--- src/rtl/sync_fifo_if.sv ---
// Handshake bundle between a producer/consumer pair and sync_fifo.
// The master drives the enables and write data. The slave (the FIFO) returns data, occupancy and status.
interface sync_fifo_if #(
    parameter int DATA_WIDTH = 8,
    parameter int DEPTH      = 8
);
    localparam int ADDR_WIDTH = $clog2(DEPTH);

    logic [DATA_WIDTH-1:0] write_data;
    logic                  write_enable;
    logic                  read_enable;
    logic [DATA_WIDTH-1:0] read_data;
    logic                  full;
    logic                  empty;
    logic                  almost_full;
    logic                  almost_empty;
    logic [ADDR_WIDTH:0]   count;
    logic                  overflow;
    logic                  underflow;

    modport master (
        output write_data, write_enable, read_enable,
        input  read_data, full, empty, almost_full, almost_empty,
               count, overflow, underflow
    );

    modport slave (
        input  write_data, write_enable, read_enable,
        output read_data, full, empty, almost_full, almost_empty,
               count, overflow, underflow
    );
endinterface

--- src/rtl/sync_fifo.sv ---
// Single-clock FIFO with occupancy count, almost flags and sticky error flags.
// Define SYNC_FIFO_FWFT_EN for first-word-fall-through reads; the default is registered reads.
module sync_fifo #(
    parameter int DATA_WIDTH          = 8,
    parameter int DEPTH               = 8,
    parameter int ALMOST_FULL_THRESH  = 6,
    parameter int ALMOST_EMPTY_THRESH = 2
) (
    input  logic      clk,
    input  logic      rst,
    sync_fifo_if.slave bus
);
    localparam int ADDR_WIDTH = $clog2(DEPTH);
    localparam logic [ADDR_WIDTH:0] CNT_FULL = (ADDR_WIDTH+1)'(DEPTH);
    localparam logic [ADDR_WIDTH:0] AF_TH    = (ADDR_WIDTH+1)'(ALMOST_FULL_THRESH);
    localparam logic [ADDR_WIDTH:0] AE_TH    = (ADDR_WIDTH+1)'(ALMOST_EMPTY_THRESH);

    logic [DATA_WIDTH-1:0] mem_q [DEPTH];
    logic [ADDR_WIDTH-1:0] wptr_q, wptr_d;
    logic [ADDR_WIDTH-1:0] rptr_q, rptr_d;
    logic [ADDR_WIDTH:0]   count_q, count_d;
    logic full_q, full_d, empty_q, empty_d;
    logic afull_q, afull_d, aempty_q, aempty_d;
    logic ovf_q, ovf_d, unf_q, unf_d;
    logic wr_ok, rd_ok;

    // Acceptance uses only registered flags, so a full FIFO never passes a write through
    assign wr_ok = bus.write_enable && !full_q;
    assign rd_ok = bus.read_enable  && !empty_q;

    always_comb begin
        wptr_d  = wptr_q;
        rptr_d  = rptr_q;
        count_d = count_q;
        if (wr_ok) wptr_d = wptr_q + 1'b1;
        if (rd_ok) rptr_d = rptr_q + 1'b1;
        if (wr_ok && !rd_ok)      count_d = count_q + 1'b1;
        else if (rd_ok && !wr_ok) count_d = count_q - 1'b1;
        // Flags are registered from the next count so they never glitch
        full_d   = (count_d == CNT_FULL);
        empty_d  = (count_d == '0);
        afull_d  = (count_d >= AF_TH);
        aempty_d = (count_d <= AE_TH);
        ovf_d    = ovf_q | (bus.write_enable & full_q);
        unf_d    = unf_q | (bus.read_enable & empty_q);
    end

    always_ff @(posedge clk) begin
        if (rst) begin
            wptr_q   <= '0;
            rptr_q   <= '0;
            count_q  <= '0;
            full_q   <= 1'b0;
            empty_q  <= 1'b1;
            afull_q  <= 1'b0;
            aempty_q <= 1'b1;
            ovf_q    <= 1'b0;
            unf_q    <= 1'b0;
        end else begin
            wptr_q   <= wptr_d;
            rptr_q   <= rptr_d;
            count_q  <= count_d;
            full_q   <= full_d;
            empty_q  <= empty_d;
            afull_q  <= afull_d;
            aempty_q <= aempty_d;
            ovf_q    <= ovf_d;
            unf_q    <= unf_d;
        end
    end

    // Storage is deliberately not reset; the pointers make stale entries unreachable
    always_ff @(posedge clk) begin
        if (wr_ok && !rst) mem_q[wptr_q] <= bus.write_data;
    end

`ifdef SYNC_FIFO_FWFT_EN
    assign bus.read_data = empty_q ? '0 : mem_q[rptr_q];
`else
    logic [DATA_WIDTH-1:0] rdata_q;

    always_ff @(posedge clk) begin
        if (rst)        rdata_q <= '0;
        else if (rd_ok) rdata_q <= mem_q[rptr_q];
    end

    assign bus.read_data = rdata_q;
`endif

    assign bus.count        = count_q;
    assign bus.full         = full_q;
    assign bus.empty        = empty_q;
    assign bus.almost_full  = afull_q;
    assign bus.almost_empty = aempty_q;
    assign bus.overflow     = ovf_q;
    assign bus.underflow    = unf_q;
endmodule

--- src/flat_wrapper.sv ---
// flat-port wrapper written by rule: the top's interface ports become plain ports
module sync_fifo_flat 
#(
    parameter int DATA_WIDTH          = 8,
    parameter int DEPTH               = 8,
    parameter int ALMOST_FULL_THRESH  = 6,
    parameter int ALMOST_EMPTY_THRESH = 2
)
  (clk, rst, bus_write_data, bus_write_enable, bus_read_enable, bus_read_data, bus_full, bus_empty, bus_almost_full, bus_almost_empty, bus_count, bus_overflow, bus_underflow);
  sync_fifo_if #(.DATA_WIDTH(DATA_WIDTH), .DEPTH(DEPTH)) bus_i ();
  input  logic clk;
  input  logic rst;
  input wire logic [$bits(bus_i.write_data)-1:0] bus_write_data;
  input wire logic [$bits(bus_i.write_enable)-1:0] bus_write_enable;
  input wire logic [$bits(bus_i.read_enable)-1:0] bus_read_enable;
  output wire logic [$bits(bus_i.read_data)-1:0] bus_read_data;
  output wire logic [$bits(bus_i.full)-1:0] bus_full;
  output wire logic [$bits(bus_i.empty)-1:0] bus_empty;
  output wire logic [$bits(bus_i.almost_full)-1:0] bus_almost_full;
  output wire logic [$bits(bus_i.almost_empty)-1:0] bus_almost_empty;
  output wire logic [$bits(bus_i.count)-1:0] bus_count;
  output wire logic [$bits(bus_i.overflow)-1:0] bus_overflow;
  output wire logic [$bits(bus_i.underflow)-1:0] bus_underflow;
  assign bus_i.write_data = bus_write_data;
  assign bus_i.write_enable = bus_write_enable;
  assign bus_i.read_enable = bus_read_enable;
  assign bus_read_data = bus_i.read_data;
  assign bus_full = bus_i.full;
  assign bus_empty = bus_i.empty;
  assign bus_almost_full = bus_i.almost_full;
  assign bus_almost_empty = bus_i.almost_empty;
  assign bus_count = bus_i.count;
  assign bus_overflow = bus_i.overflow;
  assign bus_underflow = bus_i.underflow;
  sync_fifo #(.DATA_WIDTH(DATA_WIDTH), .DEPTH(DEPTH), .ALMOST_FULL_THRESH(ALMOST_FULL_THRESH), .ALMOST_EMPTY_THRESH(ALMOST_EMPTY_THRESH)) u_core (.clk(clk), .rst(rst), .bus(bus_i));
endmodule
--- config.mk ---
export PLATFORM = sky130hd
export DESIGN_NAME = sync_fifo_flat
export DESIGN_NICKNAME = d
export VERILOG_FILES = /design/src/rtl/sync_fifo_if.sv /design/src/rtl/sync_fifo.sv /design/src/flat_wrapper.sv
export SDC_FILE = /design/constraint.sdc
export NUM_CORES = 1
export LEC_CHECK = 0
export ABC_AREA = 1
export CORE_ASPECT_RATIO = 0.8
export CORE_MARGIN = 1
export CORE_UTILIZATION = 60
export CTS_CLUSTER_DIAMETER = 80
export DETAILED_ROUTE_END_ITERATION = 8
export DONT_BUFFER_PORTS = 1
export GPL_ROUTABILITY_DRIVEN = 0
export PLACE_DENSITY = 0.74
export SETUP_SLACK_MARGIN = 0.2
export SLEW_MARGIN = 25
export SYNTH_ARGS = -nofsm -noshare
export SYNTH_HDL_FRONTEND = slang
export SYNTH_SLANG_ARGS = --single-unit
--- constraint.sdc ---
create_clock -name clk -period 4 [get_ports clk]
set_input_delay 0.6 -clock clk [delete_from_list [all_inputs] [get_ports clk]]
set_output_delay 0.6 -clock clk [all_outputs]
set_load 0.1 [all_outputs]
* After elaboration in Yosys (flattened, before gate mapping)
Memories as Yosys holds them, arrays and structs flattened. A register that Yosys moved wholly into a read port is not among the register bits.
Cells that the tools add are included.
** Storage, ports and cells
- Logic and storage cells :: 36
- Bits in latches :: 0
- Output and inout port bits :: 18
- Memory bits (writable) :: 64
- Memory bits (read-only) :: 0
- Memories kept :: 1
- Input bits :: 12
- Register bits :: 16
** Operators by class
- $mul :: 0
- $add $sub $neg :: 4
- Bitwise gates (word level) :: 4
- Mux-type cells :: 4
- Magnitude comparators :: 2
- Equal/unequal tests :: 1
- Div/mod/pow operators :: 0
- Reductions and logical operators :: 11
- Shifts and indexed selects :: 0
** Memories
- u_core.mem_q :: depth 8, width 8, rd ports 1, clocked after Yosys merged registers in 1, wr ports 1, line sync_fifo.sv:18 : logic [DATA_WIDTH-1:0] mem_q [DEPTH];
** Operators by type and width (number)
- 2-to-1 mux 4 bit :: 2
- adder 3 x 1 -> 3 bit, second input constant :: 2
- logical AND 1 bit :: 5
- zero test 1 bit :: 5
- adder 4 x 1 -> 4 bit, second input constant :: 1
- == test 4 bit, second input constant :: 1
- >= comparator 4 x 3 -> 1 bit, second input constant :: 1
- <= comparator 4 x 2 -> 1 bit, second input constant :: 1
- zero test 4 bit :: 1
- subtractor 4 x 1 -> 4 bit, second input constant :: 1
- AND 1 bit :: 2
- 2-to-1 mux 1 bit :: 2
- OR 1 bit :: 2

* Longest topological paths before layout
- Depth after elaboration :: 7
- Depth in mapped cells :: 10
- Gate-level depth less buffers :: 9

* Worst setup path before layout
OpenSTA, ideal clock, no wires.
- Path kind :: reg-to-reg
- From :: register u_core.full_q, in the netlist u_core.bus.full
- To :: memory u_core.mem_q[0][0], enable pin
- Setup slack :: 1.870 ns
- Setup time :: 0.383 ns
- Data required time :: 3.617 ns
- Arrival time :: 1.747 ns
- Period minus slack after synthesis :: 2.130 ns
- Stages on the path, launching flop included :: 4
- Path buffers :: 0
- Cell sequence :: dfxtp_1 > nor2_4 > nand2_1 > nor3_1
** On the way
- Cells in the longest elaborated chain, start to end :: 5
** Ends and longest elaborated chain
- from (decl) :: line sync_fifo.sv:22 : logic full_q, full_d, empty_q, empty_d;
- from (signal assigned) :: line sync_fifo.sv:63 : full_q <= full_d;
- zero test 1 bit :: line sync_fifo.sv:28 : assign wr_ok = bus.write_enable && !full_q;
- logical AND 1 bit :: line sync_fifo.sv:28
- logical AND 1 bit :: line sync_fifo.sv:74 : if (wr_ok && !rst) mem_q[wptr_q] <= bus.write_data;
- 2-to-1 mux 1 bit :: line sync_fifo.sv:74
- 2-to-1 mux 1 bit (implied by the code) :: line sync_fifo.sv:74
- to (decl) :: line sync_fifo.sv:18
Every way passes these cells.

* Final worst setup path
- From :: register u_core.full_q, in the netlist u_core.bus.full
- To :: memory u_core.mem_q[3][6], enable pin
Same word-level chain as after synthesis.

==> reports/results.ini <==
[clock_tree]
cts.reportedPaths.clkPinSlew_ns=0.08
htree_levels=3
cts_setup_buffers=0
cts_tree=yes
worstSkewPairLatency_ns=0.36
clockRootBuffer=clkbuf_8
ctsResizeCount=0
clockBufferDepth=2
hold_buffers=0
clock-sinks=88
cts_made_buffers=9

[floorplan]
die_area_um2=6340
fp.dieH_um=71.4
rows=24
die_w_um=88.8
coreArea_um2=5620
initial_core_util_pct=64.3
pin_count=30

[route]
first_pass_iters=5
antenna_left=0
drt-total-wl_mm=7.32
dr.first_iter.drc_count=235
wl_met3_um=533
drt-met1-wl_mm=3.34
routedWlPerCell_um=16.8
highest_layer=met4
viasPerCell=5.70
drc=0
wl_met2_mm=3.38
vias=2489

[power_and_ir_drop]
p_total_mw=2.38
p_per_area_nw_per_um2=607
p_leak_nw=1.47
ir_drop_uv=403

[run_status]
status=finished, final reports clean

[synth]
netlist_area_um2=3610
synth_fp_nets=365
synth_adder_area_share_pct=1.39
synth_cells=349
yosys_warnings=0
syn_area_per_cell_um2=10.4
synthMuxAreaShare_pct=0
synth_compound_area_share_pct=10.3
seq_area_frac_synth_pct=66.5
synth_edf_count=64
synth_ff_type=edfxtp_1
ys_seq_elements=88
synth_top_family_by_area=simple AND/OR/NAND/NOR gates
synth_cell_types=22
yosys.area_share.xor_xnor_pct=0
yosys.area_share.simple_pct=17.3
async_flop_share_pct=0

[worst_setup_path]
max_stage_delay_ns=0.69
path_cells=nor2_4 > nand3_1 > nor2_1
critPathKind=register to register
crit_slowest_cell=dfxtp_1
required_ns=3.99
cp-start-kind=register
cp_max_fo=8
rr_startpoint=u_core.bus.full
arrival_ns=2.26
endpoint_kind=register
cp-startpoint=u_core.bus.full

[sta]
hold_violations=0
skew_ns=0.0146
finalSetupViolCount=0
fin_crit_sh_pct=56.9
fmax_ghz=0.439
rsz0062_at_grt=no
slew_headroom_pct=26.5
period_needed_ns=2.28
worst_pin_slew_ns=1.10
slew_violations=0
final.setup.tns_ns=0
fin_ws_ns=1.72

[worst_hold_path]
hp-class=input pin to register
hold_path_startpoint=rst

[cells_and_area]
finish.net_count=370
layout_common_cells=nor2_1, edfxtp_1, nand2_1
area_growth_pct=8.73
final_common_cell=nor2_1
antenna-diode-count=0
postLayoutCellArea_um2=3930
drive_above_1_share_pct=10.0

[place]
dp_hpwl_mm=4.87
pre_cts_ws_ns=1.74
place_area_um2=3690
port_buffers=0

[grt]
overflow=0
grt_usage_pct=25.2
grt_max_degree=35
grt_pass1_vias=2209
antenna_found_initial=0
grt_pass1_wl_mm=11.3

[run]
max_cap_violations=0

[through the flow]
step	hold WS, ns	utilization, %	instances
final	0.302	69.9	437
after global routing	0.289	69.9	437
after global placement	0.510	65.8	421
after floorplan	0.486	-	349
after detailed placement	0.526	65.8	421
after CTS	0.296	69.9	437
[worst paths after layout]
check,endpoint,slack (ns),cells after the start
worst max-delay path,u_core.mem_q[3][6],1.72,3
worst min-delay path,u_core.bus.count[0],0.30,1
worst max register to register,u_core.mem_q[3][6],1.72,3
worst min register to register,u_core.wptr_q[2],0.54,2
[final cells by class]
class                   instances  area (um^2)
fillers                       426         1690
clock inverters                 6          108
repair buffers                  8         60.1
inverters                      23         86.3
flip-flops and latches         88         2400
multi-input cells             224         1050
clock buffers                  10          128
well taps                      78         97.6
[cell usage after synthesis (3+ instances only)]
library cell	number	area share [%]
o211ai_1	8	1.7
inv_2	5	0.52
o21ai_0	36	5.0
edfxtp_1	64	53
nand3_1	20	2.8
nor2_1	71	7.4
nand2_2	3	0.52
buf_2	7	0.97
nand2_1	47	4.9
o21ai_1	9	1.2
ha_1	4	1.4
dfxtp_1	24	13
a21oi_1	17	2.4
inv_1	17	1.8
buf_4	4	0.83
nor3_1	4	0.55
[flip-flops by register name, indices dropped and copies added (netlist names)]
register,flops
u_core.mem_q,64
u_core.bus.read_data,8
u_core.bus.count,4
u_core.rptr_q,3
u_core.wptr_q,3
u_core.bus.almost_empty,1
u_core.bus.almost_full,1
u_core.bus.empty,1
u_core.bus.full,1
u_core.bus.overflow,1
u_core.bus.underflow,1
[kinds of logic (layout without fill, tap and decap cells)]
kind of cell	Yosys count	after routing
simple gates	150	150
flops	88	88
compound gates	70	70
buf+inv	37	47
fa+ha+maj	4	4
[power by group]
part | internal, mW | total, mW | leakage, nW | switching (mW)
clock | 0.413 | 0.716 | 0.116 | 0.304
sequential | 1.03 | 1.25 | 0.775 | 0.225
combinational | 0.112 | 0.412 | 0.578 | 0.301
total | 1.55 | 2.38 | 1.47 | 0.830
[layer usage]
layer  vias to the layer above  GRT usage (%)
met5                         -              0
li1                       1201              -
met4                         0           6.99
met2                        98           37.6
met3                        10           7.49
met1                      1180           36.5
[worst max-delay path: cells and delay by family, from the launching register on]
kind	cells	cell delay, ns
simple gates	3	1.21
flops	1	0.69
Note: power is estimated with default switching activity, not from simulation.
